===== src/rtl/io_pkg.sv =====
// Shared definitions for the ЭУВВ output channel: the 5-bit device code
// constants, the producer/consumer state encodings and code-building helpers.
package io_pkg;

    localparam int         CODE_W      = 5;
    localparam logic [3:0] SIGN_PREFIX = 4'b1111;
    localparam logic [1:0] OCT_PREFIX  = 2'b10;
    localparam logic [0:0] DEC_PREFIX  = 1'b1;
    localparam logic [4:0] TERM_CODE   = 5'b00110;

    typedef enum logic [2:0] {
        P_IDLE  = 3'd0,
        P_SIGN  = 3'd1,
        P_DIGIT = 3'd2,
        P_SHIFT = 3'd3,
        P_CSUM  = 3'd4,
        P_TERM  = 3'd5,
        P_DRAIN = 3'd6
    } prod_state_e;

    typedef enum logic [1:0] {
        C_IDLE = 2'd0,
        C_RDY  = 2'd1,
        C_ACK  = 2'd2
    } cons_state_e;

    // Device code for one digit; octal uses the top three AU bits.
    function automatic logic [4:0] digit_code(input logic dec, input logic [3:0] digit);
        logic [4:0] code;
        if (dec) begin
            code = {DEC_PREFIX, digit};
        end else begin
            code = {OCT_PREFIX, digit[3:1]};
        end
        return code;
    endfunction

    // Numeric value of the emitted digit, octal digits zero-extended.
    function automatic logic [3:0] digit_value(input logic dec, input logic [3:0] digit);
        logic [3:0] val;
        if (dec) begin
            val = digit;
        end else begin
            val = {1'b0, digit[3:1]};
        end
        return val;
    endfunction

endpackage


===== src/rtl/io_code_fifo.sv =====
// Small synchronous FIFO holding device codes between the digit producer and
// the device handshake. Flush empties it in one cycle. DEPTH is a power of two.
module io_code_fifo
    import io_pkg::*;
#(
    parameter int DEPTH = 4,
    parameter int WIDTH = CODE_W
) (
    input  logic                     clk,
    input  logic                     reset,
    input  logic                     flush,
    input  logic                     push,
    input  logic [WIDTH-1:0]         push_data,
    input  logic                     pop,
    output logic [WIDTH-1:0]         head,
    output logic                     full,
    output logic                     empty,
    output logic [$clog2(DEPTH):0]   level
);

    localparam int AW = $clog2(DEPTH);
    localparam int LW = AW + 1;

    logic [WIDTH-1:0] mem_q [DEPTH];
    logic [WIDTH-1:0] mem_d [DEPTH];
    logic [AW-1:0]    wr_ptr_q, wr_ptr_d;
    logic [AW-1:0]    rd_ptr_q, rd_ptr_d;
    logic [LW-1:0]    level_q, level_d;
    logic             do_push_s;
    logic             do_pop_s;

    assign full      = (level_q == LW'(DEPTH));
    assign empty     = (level_q == '0);
    assign level     = level_q;
    assign head      = mem_q[rd_ptr_q];
    assign do_push_s = push && !full;
    assign do_pop_s  = pop && !empty;

    // Next pointers, occupancy and storage contents.
    always_comb begin
        mem_d    = mem_q;
        wr_ptr_d = wr_ptr_q;
        rd_ptr_d = rd_ptr_q;
        level_d  = level_q;
        if (flush) begin
            wr_ptr_d = '0;
            rd_ptr_d = '0;
            level_d  = '0;
        end else begin
            if (do_push_s) begin
                mem_d[wr_ptr_q] = push_data;
                wr_ptr_d        = wr_ptr_q + AW'(1);
            end else begin
                wr_ptr_d = wr_ptr_q;
            end
            if (do_pop_s) begin
                rd_ptr_d = rd_ptr_q + AW'(1);
            end else begin
                rd_ptr_d = rd_ptr_q;
            end
            case ({do_push_s, do_pop_s})
                2'b10:   level_d = level_q + LW'(1);
                2'b01:   level_d = level_q - LW'(1);
                default: level_d = level_q;
            endcase
        end
    end

    // FIFO state registers.
    always_ff @(posedge clk or posedge reset) begin
        if (reset) begin
            mem_q    <= '{default: '0};
            wr_ptr_q <= '0;
            rd_ptr_q <= '0;
            level_q  <= '0;
        end else begin
            mem_q    <= mem_d;
            wr_ptr_q <= wr_ptr_d;
            rd_ptr_q <= rd_ptr_d;
            level_q  <= level_d;
        end
    end

endmodule


===== src/rtl/io_out_channel.sv =====
// ЭУВВ output channel: turns the accumulator word into sign, digit and
// terminator codes, buffers them and hands them to the printer/punch over a
// four-phase rdy/ack handshake. Optional build macro IO_OUT_CHECKSUM_EN adds a
// 4-bit digit checksum code ahead of the terminator.
module io_out_channel
    import io_pkg::*;
#(
    parameter int OCT_DIGITS = 10,
    parameter int DEC_DIGITS = 7,
    parameter int FIFO_DEPTH = 4
) (
    input  logic                          clk,
    input  logic                          reset,
    input  logic                          start_from_op,
    input  logic                          stop_from_pnl,
    input  logic                          dec_mode_from_pnl,
    input  logic                          stop_after_output_from_pnl,
    input  logic                          sign_from_ac,
    input  logic [3:0]                    digit_from_au,
    input  logic                          ac_answer_from_ac,
    output logic                          order_io_to_ac,
    output logic                          shift_3_bit_to_ac,
    output logic                          shift_4_bit_to_ac,
    output logic                          active_to_pnl,
    output logic                          start_pulse_to_pu,
    output logic                          output_rdy_to_dev,
    input  logic                          output_ack_from_dev,
    output logic [4:0]                    output_data_to_dev,
    output logic [$clog2(FIFO_DEPTH):0]   fifo_level_to_pnl
);

    localparam int LVL_W   = $clog2(FIFO_DEPTH) + 1;
    localparam int MAX_DIG = (OCT_DIGITS > DEC_DIGITS) ? OCT_DIGITS : DEC_DIGITS;
    localparam int CNT_W   = $clog2(MAX_DIG + 1);

    prod_state_e       state_q, state_d;
    cons_state_e       cons_q, cons_d;
    logic              mode_q, mode_d;
    logic [CNT_W-1:0]  cnt_q, cnt_d;
    logic              active_q, active_d;
    logic              order_q, order_d;
    logic              start_pulse_q, start_pulse_d;
    logic              rdy_q, rdy_d;
    logic              shift3_q, shift3_d;
    logic              shift4_q, shift4_d;
`ifdef IO_OUT_CHECKSUM_EN
    logic [3:0]        csum_q, csum_d;
`endif

    logic              push_s;
    logic              pop_s;
    logic [4:0]        push_code_s;
    logic              fifo_full_s;
    logic              fifo_empty_s;
    logic [LVL_W-1:0]  fifo_level_s;
    logic [4:0]        fifo_head_s;
    logic [CNT_W-1:0]  n_digits_s;

    assign n_digits_s = mode_q ? CNT_W'(DEC_DIGITS) : CNT_W'(OCT_DIGITS);

    io_code_fifo #(
        .DEPTH (FIFO_DEPTH),
        .WIDTH (CODE_W)
    ) u_fifo (
        .clk       (clk),
        .reset     (reset),
        .flush     (stop_from_pnl),
        .push      (push_s),
        .push_data (push_code_s),
        .pop       (pop_s),
        .head      (fifo_head_s),
        .full      (fifo_full_s),
        .empty     (fifo_empty_s),
        .level     (fifo_level_s)
    );

    // Code to push this cycle; pushing states hold while the FIFO is full.
    always_comb begin
        push_s      = 1'b0;
        push_code_s = TERM_CODE;
        if (!stop_from_pnl && !fifo_full_s) begin
            case (state_q)
                P_SIGN: begin
                    push_s      = 1'b1;
                    push_code_s = {SIGN_PREFIX, sign_from_ac};
                end
                P_DIGIT: begin
                    push_s      = 1'b1;
                    push_code_s = digit_code(mode_q, digit_from_au);
                end
`ifdef IO_OUT_CHECKSUM_EN
                P_CSUM: begin
                    push_s      = 1'b1;
                    push_code_s = {1'b1, csum_q};
                end
`endif
                P_TERM: begin
                    push_s      = 1'b1;
                    push_code_s = TERM_CODE;
                end
                default: begin
                    push_s      = 1'b0;
                    push_code_s = TERM_CODE;
                end
            endcase
        end else begin
            push_s      = 1'b0;
            push_code_s = TERM_CODE;
        end
    end

    // Device handshake: present head, wait for ack, pop on ack release.
    always_comb begin
        cons_d = cons_q;
        pop_s  = 1'b0;
        if (stop_from_pnl) begin
            cons_d = C_IDLE;
        end else begin
            case (cons_q)
                C_IDLE: begin
                    if (push_s || !fifo_empty_s) begin
                        cons_d = C_RDY;
                    end else begin
                        cons_d = C_IDLE;
                    end
                end
                C_RDY: begin
                    if (output_ack_from_dev) begin
                        cons_d = C_ACK;
                    end else begin
                        cons_d = C_RDY;
                    end
                end
                C_ACK: begin
                    if (!output_ack_from_dev) begin
                        pop_s = 1'b1;
                        if ((fifo_level_s > LVL_W'(1)) || push_s) begin
                            cons_d = C_RDY;
                        end else begin
                            cons_d = C_IDLE;
                        end
                    end else begin
                        cons_d = C_ACK;
                    end
                end
                default: cons_d = C_IDLE;
            endcase
        end
        rdy_d = (cons_d == C_RDY);
    end

    // Producer sequencing: sign, N digit/shift pairs, optional checksum, terminator, drain.
    always_comb begin
        state_d       = state_q;
        mode_d        = mode_q;
        cnt_d         = cnt_q;
        active_d      = active_q;
        order_d       = 1'b0;
        start_pulse_d = 1'b0;
`ifdef IO_OUT_CHECKSUM_EN
        csum_d        = csum_q;
`endif
        if (stop_from_pnl) begin
            state_d  = P_IDLE;
            active_d = 1'b0;
        end else begin
            case (state_q)
                P_IDLE: begin
                    if (start_from_op) begin
                        state_d  = P_SIGN;
                        mode_d   = dec_mode_from_pnl;
                        cnt_d    = '0;
                        active_d = 1'b1;
`ifdef IO_OUT_CHECKSUM_EN
                        csum_d   = 4'd0;
`endif
                    end else begin
                        state_d = P_IDLE;
                    end
                end
                P_SIGN: begin
                    if (push_s) begin
                        state_d = P_DIGIT;
                    end else begin
                        state_d = P_SIGN;
                    end
                end
                P_DIGIT: begin
                    if (push_s) begin
                        state_d = P_SHIFT;
                        cnt_d   = cnt_q + CNT_W'(1);
                        order_d = 1'b1;
`ifdef IO_OUT_CHECKSUM_EN
                        csum_d  = csum_q + digit_value(mode_q, digit_from_au);
`endif
                    end else begin
                        state_d = P_DIGIT;
                    end
                end
                P_SHIFT: begin
                    if (ac_answer_from_ac) begin
                        if (cnt_q < n_digits_s) begin
                            state_d = P_DIGIT;
                        end else begin
`ifdef IO_OUT_CHECKSUM_EN
                            state_d = P_CSUM;
`else
                            state_d = P_TERM;
`endif
                        end
                    end else begin
                        state_d = P_SHIFT;
                    end
                end
`ifdef IO_OUT_CHECKSUM_EN
                P_CSUM: begin
                    if (push_s) begin
                        state_d = P_TERM;
                    end else begin
                        state_d = P_CSUM;
                    end
                end
`endif
                P_TERM: begin
                    if (push_s) begin
                        state_d = P_DRAIN;
                    end else begin
                        state_d = P_TERM;
                    end
                end
                P_DRAIN: begin
                    // The terminator is the last entry; its pop ends the word.
                    if (pop_s && (fifo_level_s == LVL_W'(1))) begin
                        state_d       = P_IDLE;
                        active_d      = 1'b0;
                        start_pulse_d = !stop_after_output_from_pnl;
                    end else begin
                        state_d = P_DRAIN;
                    end
                end
                default: begin
                    state_d  = P_IDLE;
                    active_d = 1'b0;
                end
            endcase
        end
        shift3_d = active_d && !mode_d;
        shift4_d = active_d && mode_d;
    end

    // Producer, handshake and registered output flops.
    always_ff @(posedge clk or posedge reset) begin
        if (reset) begin
            state_q       <= P_IDLE;
            cons_q        <= C_IDLE;
            mode_q        <= 1'b0;
            cnt_q         <= '0;
            active_q      <= 1'b0;
            order_q       <= 1'b0;
            start_pulse_q <= 1'b0;
            rdy_q         <= 1'b0;
            shift3_q      <= 1'b0;
            shift4_q      <= 1'b0;
        end else begin
            state_q       <= state_d;
            cons_q        <= cons_d;
            mode_q        <= mode_d;
            cnt_q         <= cnt_d;
            active_q      <= active_d;
            order_q       <= order_d;
            start_pulse_q <= start_pulse_d;
            rdy_q         <= rdy_d;
            shift3_q      <= shift3_d;
            shift4_q      <= shift4_d;
        end
    end

`ifdef IO_OUT_CHECKSUM_EN
    // Running checksum of emitted digit values.
    always_ff @(posedge clk or posedge reset) begin
        if (reset) begin
            csum_q <= 4'd0;
        end else begin
            csum_q <= csum_d;
        end
    end
`endif

    assign order_io_to_ac     = order_q;
    assign shift_3_bit_to_ac  = shift3_q;
    assign shift_4_bit_to_ac  = shift4_q;
    assign active_to_pnl      = active_q;
    assign start_pulse_to_pu  = start_pulse_q;
    assign output_rdy_to_dev  = rdy_q;
    assign output_data_to_dev = fifo_head_s;
    assign fifo_level_to_pnl  = fifo_level_s;

endmodule


===== config.mk =====
export PLATFORM = sky130hd
export DESIGN_NAME = io_out_channel
export DESIGN_NICKNAME = d
export VERILOG_FILES = /design/src/rtl/io_pkg.sv /design/src/rtl/io_code_fifo.sv /design/src/rtl/io_out_channel.sv
export SDC_FILE = /design/constraint.sdc
export NUM_CORES = 1
export LEC_CHECK = 0
export ABC_AREA = 1
export BUFFER_PORTS_ARGS = -buffer_cell sky130_fd_sc_hd__clkbuf_2
export CAP_MARGIN = 30
export CORE_UTILIZATION = 39
export DETAILED_ROUTE_END_ITERATION = 10
export GPL_TIMING_DRIVEN = 0
export PLACE_DENSITY_LB_ADDON = 0.08
export SKIP_LAST_GASP = 1
export SLEW_MARGIN = 40
export SYNTH_ARGS = -nofsm -noshare
export SYNTH_HDL_FRONTEND = slang
export SYNTH_HIERARCHICAL = 1
export SYNTH_SLANG_ARGS = --single-unit

===== constraint.sdc =====
create_clock -name clk -period 3.7 [get_ports clk]
set_clock_uncertainty 0.05 [all_clocks]
set_input_delay 0.925 -clock clk [delete_from_list [all_inputs] [get_ports clk]]
set_output_delay 0.925 -clock clk [all_outputs]
set_load 0.02 [all_outputs]

# After elaboration in Yosys (flattened, before gate mapping)
# Cells that the tools add are included.
classes:
  eq_ne: 14
  n_addsub: 5
  magnitude_cmp: 5
  n_bitwise: 3
  n_reduce_logical: 25
  mux: 52
ops:
  columns: ["cell", "count"]
  rows:
  - ["$mux 1", 21]
  - ["$bwmux 20", 1]
  - ["$mux 5", 4]
  - ["$mux 2", 9]
  - ["$pmux 3 s6", 1]
  - ["$mux 4", 4]
  - ["$mux 3", 5]
  - ["$bmux 5 s2", 1]
  - ["$demux 5 s2", 1]
  - ["$pmux 5 s2", 1]
  - ["$eq 3x3->1 const B", 3]
  - ["$pmux 4 s2", 1]
  - ["$logic_and 1x1->1", 7]
  - ["$eq 2x1->1 const B", 3]
  - ["$eq 3x1->1 const B", 2]
  - ["$eq 3x2->1 const B", 2]
  - ["$ge 3x3->1 const B", 2]
  - ["$logic_not 3->1", 2]
  - ["$not 2->3", 2]
  - ["$pmux 2 s3", 1]
  - ["$pmux 3 s2", 1]
  - ["$reduce_bool 2->1", 3]
  - ["$logic_not 1->1", 5]
  - ["$add 2x1->2 const B", 2]
  - ["other kinds (17)", 20]
word_totals:
  ff_bits: 43
  input_bits: 13

# Logic depth before layout (Yosys ltp)
depth:
  depth_word: 10
  ltp_mapped: 18

# Cells and area by module
# The synthesis kept the hierarchy.
by_module_without_submodules:
  columns: ["module", "cells_each", "instances", "seq_area_each_um2", "area_each_um2"]
  rows:
  - ["io_code_fifo", 157, 1, 675.6, 1378.8]
  - ["io_out_channel", 141, 1, 400.4, 1016.0]

# Worst setup path after synthesis
# No wires, ideal clock.
synth_timing:
  path_kind: "input to register"
  start: "input stop_from_pnl"
  end: "register u_fifo.level_q[2], in the netlist u_fifo/level[2]"
  required_time_ns: 3.533
  slack_ns: 1.154
  arrival_time_ns: 2.379
  path_buffers: 0
  setup_ns: 0.117
  path_stages: 15
  cell_sequence: "nor2_2 > nand2_1 > clkinv_1 > nand2_1 > inv_1 > nand2_4 > nand2_4 > inv_1 > fa_1 > xnor2_1 > inv_1 > nand2_1 > nand2_1 > nand3_1 > nand2_1"
synth_between:
  elab_chain_len: 7
  word_cells_on_any_way: 11
  cone_classes: "eq/ne (2); mux (4); reduce/logical (5)"
synth_rtl:
  columns: ["item", "line_no", "rtl"]
  rows:
  - ["from (decl)", "io_out_channel.sv:15", "input logic stop_from_pnl,"]
  - ["$logic_not 1->1 *", "io_out_channel.sv:81", "if (!stop_from_pnl && !fifo_full_s) begin"]
  - ["$logic_and 1x1->1 *", "io_out_channel.sv:81", null]
  - ["$mux 1 *", "io_out_channel.sv:81", null]
  - ["via push_s", "io_out_channel.sv:50", "logic push_s;"]
  - ["$logic_and 1x1->1 *", "io_code_fifo.sv:36", "assign do_push_s = push && !full;"]
  - ["$eq 2x1->1 or $eq 2x2->1 (tied branches)", "io_code_fifo.sv:61", "case ({do_push_s, do_pop_s})"]
  - ["$pmux 3 s2", "io_code_fifo.sv:61", null]
  - ["$mux 3", "io_code_fifo.sv:45", "if (flush) begin"]
  - ["to (signal assigned)", "io_code_fifo.sv:80", "level_q <= level_d;"]
  - ["to (decl)", "io_code_fifo.sv:28", "logic [LW-1:0] level_q, level_d;"]
# Mark *: on every way through the listed nets, which the timed path passes. The rest lies on a longest branch.
# A chain may end at the register's enable or synchronous reset.

# Worst setup path after layout
# Ends and elaborated chain as after synthesis.

==> out/qor.log <==
qor: setup_path.critPathLaunchType input port
qor: setup_path.r2r_setup_slk 1120 ps
qor: pwr.power.sequential.fraction 46.9%
qor: layout.areaGrowthSynthToFinish 14.1%
qor: layout.post-route-cell-area 2730 um^2
qor: timing.final_hold_violations 0
qor: clock_network.clock_insertion_delay_worst_skew 290 ps
qor: setup_path.critPathCaptureType flop
qor: clock_network.hold_buffers_post_cts 0
qor: synthesis.postSynth.topFlopCell sky130_fd_sc_hd__dfrtp_1
qor: grt.grt_pass1_wl 8420 um
qor: job.max_cap_violations 0
qor: clock_network.post_cts.repair.setup_buffers 0
qor: floorplan.area_inside_the_core_boundary 5920 um^2
qor: timing.timing.slew.headroom 59.1%
qor: pwr.power 0.00120 W
qor: synthesis.yosysUniqueCellTypes 32
qor: grt.grt_max_degree 28
qor: min_path.worst_hold_path.num_cells 2
qor: grt.grt_usage 17.1%
qor: synthesis.seq_area_frac_synth 44.9%
qor: setup_path.capture_point_of_the_worst_reg_to_reg_path u_fifo/level[2]$_DFFE_PP0P_
qor: setup_path.crit_arrival 2820 ps
qor: timing.setup_slack 1030 ps
qor: setup_path.worstPathMaxFanout 7
qor: floorplan.top_level_ports 27
qor: setup_path.crit_path_top_delay_cell sky130_fd_sc_hd__fa_1
qor: route.avgViaCountPerCell 4.74
qor: clock_network.clock_tree.root_cell sky130_fd_sc_hd__clkbuf_8
qor: grt.grt.overflow.total 0
qor: grt.antenna_violations_before_repair 0
qor: pwr.share_comb_of_total_power 22.1%
qor: outcome.outcome finished, final reports clean
qor: route.vias 1931
qor: route.firstDrtPassIters 4
qor: setup_path.timing.critical_path.cells clkbuf_2 -> nor2_2 -> nand2_1 -> clkinv_1 -> nand2_1 -> inv_1 -> nand2_4 -> nand2_4 -> inv_1 -> fa_1 -> xnor2_1 -> inv_1 -> nand2_1 -> nand2_1 -> nand3_1 -> nand2_1
qor: floorplan.std_cell_rows 28
qor: route.route.final.wire_length 4840 um
qor: synthesis.synth.yosys.warnings 6
qor: floorplan.start_util 40.4%
qor: setup_path.worst-path-buf-inv 5
qor: min_path.hold_path.startpoint u_fifo/mem_q[11]$_DFFE_PP0P_
qor: placement.hpwl 3570 um
qor: floorplan.fp.dieArea 6460 um^2
qor: floorplan.die_w 80.4 um
qor: timing.worst_pin_slew 612 ps
qor: synthesis.asr_flop_ratio_synth 100%
qor: pwr.p_sw 0.000380 W
qor: timing.maxClockFrequency 374 MHz
qor: clock_network.clk_pin_slew 90 ps
qor: timing.grt_setup_unrepaired false
qor: timing.period_minus_slack 2670 ps
qor: setup_path.cp.required 3840 ps
qor: layout.utilization 46.1%
qor: placement.io_buffers 26
qor: route.detailedRoute.firstIterationViolations 70
qor: pwr.pint 0.000822 W
qor: pwr.power-per-cell-area 440 nW/um^2
qor: route.route.detailed.drc 0
qor: timing.final_period_util 72.3%
qor: timing.setup_violations 0
qor: setup_path.rr_startpoint u_fifo/level[1]$_DFFE_PP0P_
qor: clock_network.htree_levels 2
qor: min_path.path_category_of_the_worst_min_delay_check flop to flop
qor: clock_network.clock_sinks 43
qor: timing.timing.setup.tns 0 ps
qor: clock_network.tritoncts_clock_tree yes
qor: timing.timing_max_transition_violations_final 0
qor: synthesis.per_instance_average_area_after_synthesis 8.04 um^2
qor: layout.final_nets 352
qor: synthesis.synth_enable_flop_cells 0
qor: floorplan.die_h 80.4 um
qor: layout.antenna_cells_inserted 0
qor: setup_path.critical_path.most_common_cell sky130_fd_sc_hd__nand2_1
qor: synthesis.mappedNetlistArea 2390 um^2
qor: synthesis.syn-instance-count 298
qor: setup_path.crit_cells 16
qor: synthesis.synth.net_count 319
qor: pwr.switching_share 31.6%
qor: setup_path.r2r.worst_path.cells 18
qor: grt.grt_pass1_vias 1832
qor: layout.post_route_cells_drive_above_1_share 21.4%
qor: route.antenna_violating_nets_post_route 0
qor: pwr.clock_power_share 31.0%
qor: placement.pre_cts_ws 714 ps
qor: pwr.power.static_leakage 1.50 nW
qor: synthesis.ys_ff_latch 43
qor: clock_network.ctsResizeCount 0
qor: placement.placed_cell_area 2620 um^2
qor: route.routedWlPerCell 11.9 um
qor: clock_network.tritoncts.num_buffers 5
qor: placement.place.gp.congestion 0.812
qor: min_path.worst_hold_path.endpoint u_fifo/mem_q[11]$_DFFE_PP0P_
qor: clock_network.cts.path.max_buffers 2
qor: setup_path.critPathMaxStageDelay 370 ps
qor: pwr.peakVddDrop 0.163 mV
qor: setup_path.cpLargestDelayFamily simple AND/OR/NAND/NOR gates
qor: setup_path.criticalPathCategory input port to flop
==> worst min-delay path, delay by kind of cell, from the launching register on <==
| kind | cells | cell delay (ps) |
|---|---|---|
| AOI/OAI and AO/OA | 1 | 50 |
| DFF | 1 | 350 |
| and+or+nand+nor | 1 | 60 |
==> power groups by stage <==
stage               Combinational, W  Sequential [W]  Clock [W]
CTS                         0.000270        0.000563   0.000389
floorplan                   0.000193        0.000574          0
global route                0.000304        0.000570   0.000405
finish                      0.000266        0.000563   0.000373
global placement            0.000266        0.000572          0
detailed placement          0.000269        0.000572          0
==> state kept, by name (all words and copies together), names as in the netlist <==
name,flops
u_fifo/mem_q,20
u_fifo/level,3
cnt_q,4
order_io_to_ac,1
mode_q,1
shift_4_bit_to_ac,1
shift_3_bit_to_ac,1
start_pulse_to_pu,1
u_fifo/rd_ptr_q,2
u_fifo/wr_ptr_q,2
state_q,3
output_rdy_to_dev,1
active_to_pnl,1
cons_q,2
==> layer usage <==
layer / track usage, % / up-vias / share of wire (%)
met5: 0 / - / 0
met4: 3.75 / 0 / 0.83
met3: 3.98 / 4 / 3.1
met2: 27.5 / 27 / 46
met1: 23.1 / 883 / 50
li1: - / 1017 / -
==> cell usage in the layout, fill, tap and decap left out <==
cell type                    n
sky130_fd_sc_hd__o21ai_0    13
sky130_fd_sc_hd__a21oi_1     6
sky130_fd_sc_hd__nor2_1     23
sky130_fd_sc_hd__xor2_1      2
sky130_fd_sc_hd__ha_1        7
sky130_fd_sc_hd__o211ai_1    1
sky130_fd_sc_hd__clkbuf_1    2
sky130_fd_sc_hd__clkinv_1    1
sky130_fd_sc_hd__or2_1       1
sky130_fd_sc_hd__bufinv_16   1
sky130_fd_sc_hd__inv_2      10
sky130_fd_sc_hd__nand2_2     5
sky130_fd_sc_hd__nand2_4     7
sky130_fd_sc_hd__nor2_2      5
sky130_fd_sc_hd__nand3_1    12
sky130_fd_sc_hd__nor3_1      1
sky130_fd_sc_hd__clkinv_4    1
sky130_fd_sc_hd__clkbuf_8    5
sky130_fd_sc_hd__nand3b_1    1
sky130_fd_sc_hd__fa_1        1
sky130_fd_sc_hd__nand2_1    77
sky130_fd_sc_hd__o22ai_1     6
sky130_fd_sc_hd__a21oi_2     1
sky130_fd_sc_hd__clkbuf_2   26
sky130_fd_sc_hd__a21boi_0    1
sky130_fd_sc_hd__xnor2_1     1
sky130_fd_sc_hd__dfrtp_1    43
sky130_fd_sc_hd__nor4_1      1
sky130_fd_sc_hd__nor2_8      1
sky130_fd_sc_hd__a21oi_4     1
sky130_fd_sc_hd__o21ai_1    28
sky130_fd_sc_hd__clkinv_2    1
sky130_fd_sc_hd__nand3_2     2
sky130_fd_sc_hd__inv_1      33
sky130_fd_sc_hd__nor2_4      2
sky130_fd_sc_hd__bufinv_8    1
sky130_fd_sc_hd__o21ai_2     2
==> final cells by class <==
class	instances	area, um^2
Timing Repair Buffer	26	130
Tap cell	75	93.8
Fill cell	622	3190
Inverter	45	183
Buffer	2	7.51
Clock buffer	5	68.8
Sequential cell	43	1080
Clock inverter	3	43.8
Multi-Input combinational cell	208	1130
==> synthesized netlist by cell type (2+ instances only) <==
cell	number	area share (%)
sky130_fd_sc_hd__a21oi_1	6	1.3
sky130_fd_sc_hd__clkbuf_1	2	0.31
sky130_fd_sc_hd__dfrtp_1	43	45
sky130_fd_sc_hd__ha_1	7	3.7
sky130_fd_sc_hd__inv_1	34	5.3
sky130_fd_sc_hd__inv_2	9	1.4
sky130_fd_sc_hd__nand2_1	77	12
sky130_fd_sc_hd__nand2_2	5	1.3
sky130_fd_sc_hd__nand2_4	7	3.3
sky130_fd_sc_hd__nand3_1	12	2.5
sky130_fd_sc_hd__nand3_2	2	0.84
sky130_fd_sc_hd__nor2_1	23	3.6
sky130_fd_sc_hd__nor2_2	5	1.3
sky130_fd_sc_hd__nor2_4	2	0.94
sky130_fd_sc_hd__o21ai_0	13	2.7
sky130_fd_sc_hd__o21ai_1	28	5.9
sky130_fd_sc_hd__o21ai_2	2	0.73
sky130_fd_sc_hd__o22ai_1	6	1.6
sky130_fd_sc_hd__xor2_1	2	0.73
==> worst max path at each step <==
stage | from | endpoint
2_1_floorplan | stop_from_pnl | u_fifo/level[2]$_DFFE_PP0P_
3_3_place_gp | stop_from_pnl | u_fifo/level[2]$_DFFE_PP0P_
3_5_place_dp | stop_from_pnl | u_fifo/level[2]$_DFFE_PP0P_
4_1_cts | stop_from_pnl | u_fifo/level[2]$_DFFE_PP0P_
5_1_grt | stop_from_pnl | u_fifo/level[2]$_DFFE_PP0P_
6_report | stop_from_pnl | u_fifo/level[2]$_DFFE_PP0P_
==> through the flow <==
step | std cells | hold slack (ps)
finish | 407 | 435
floorplan | 298 | 400
CTS | 407 | 436
detailed placement | 399 | 413
global route | 407 | 467
global placement | 399 | 410
==> cell families after synthesis <==
group                      share of synthesized area [%]
buffers and inverters                               7.94
DFF                                                 44.9
adders and majority gates                           4.49
AOI/OAI and AO/OA                                   13.8
and+or+nand+nor                                     27.7
xor gates and xnor gates                            1.10
(Power assumes the default switching activity.)
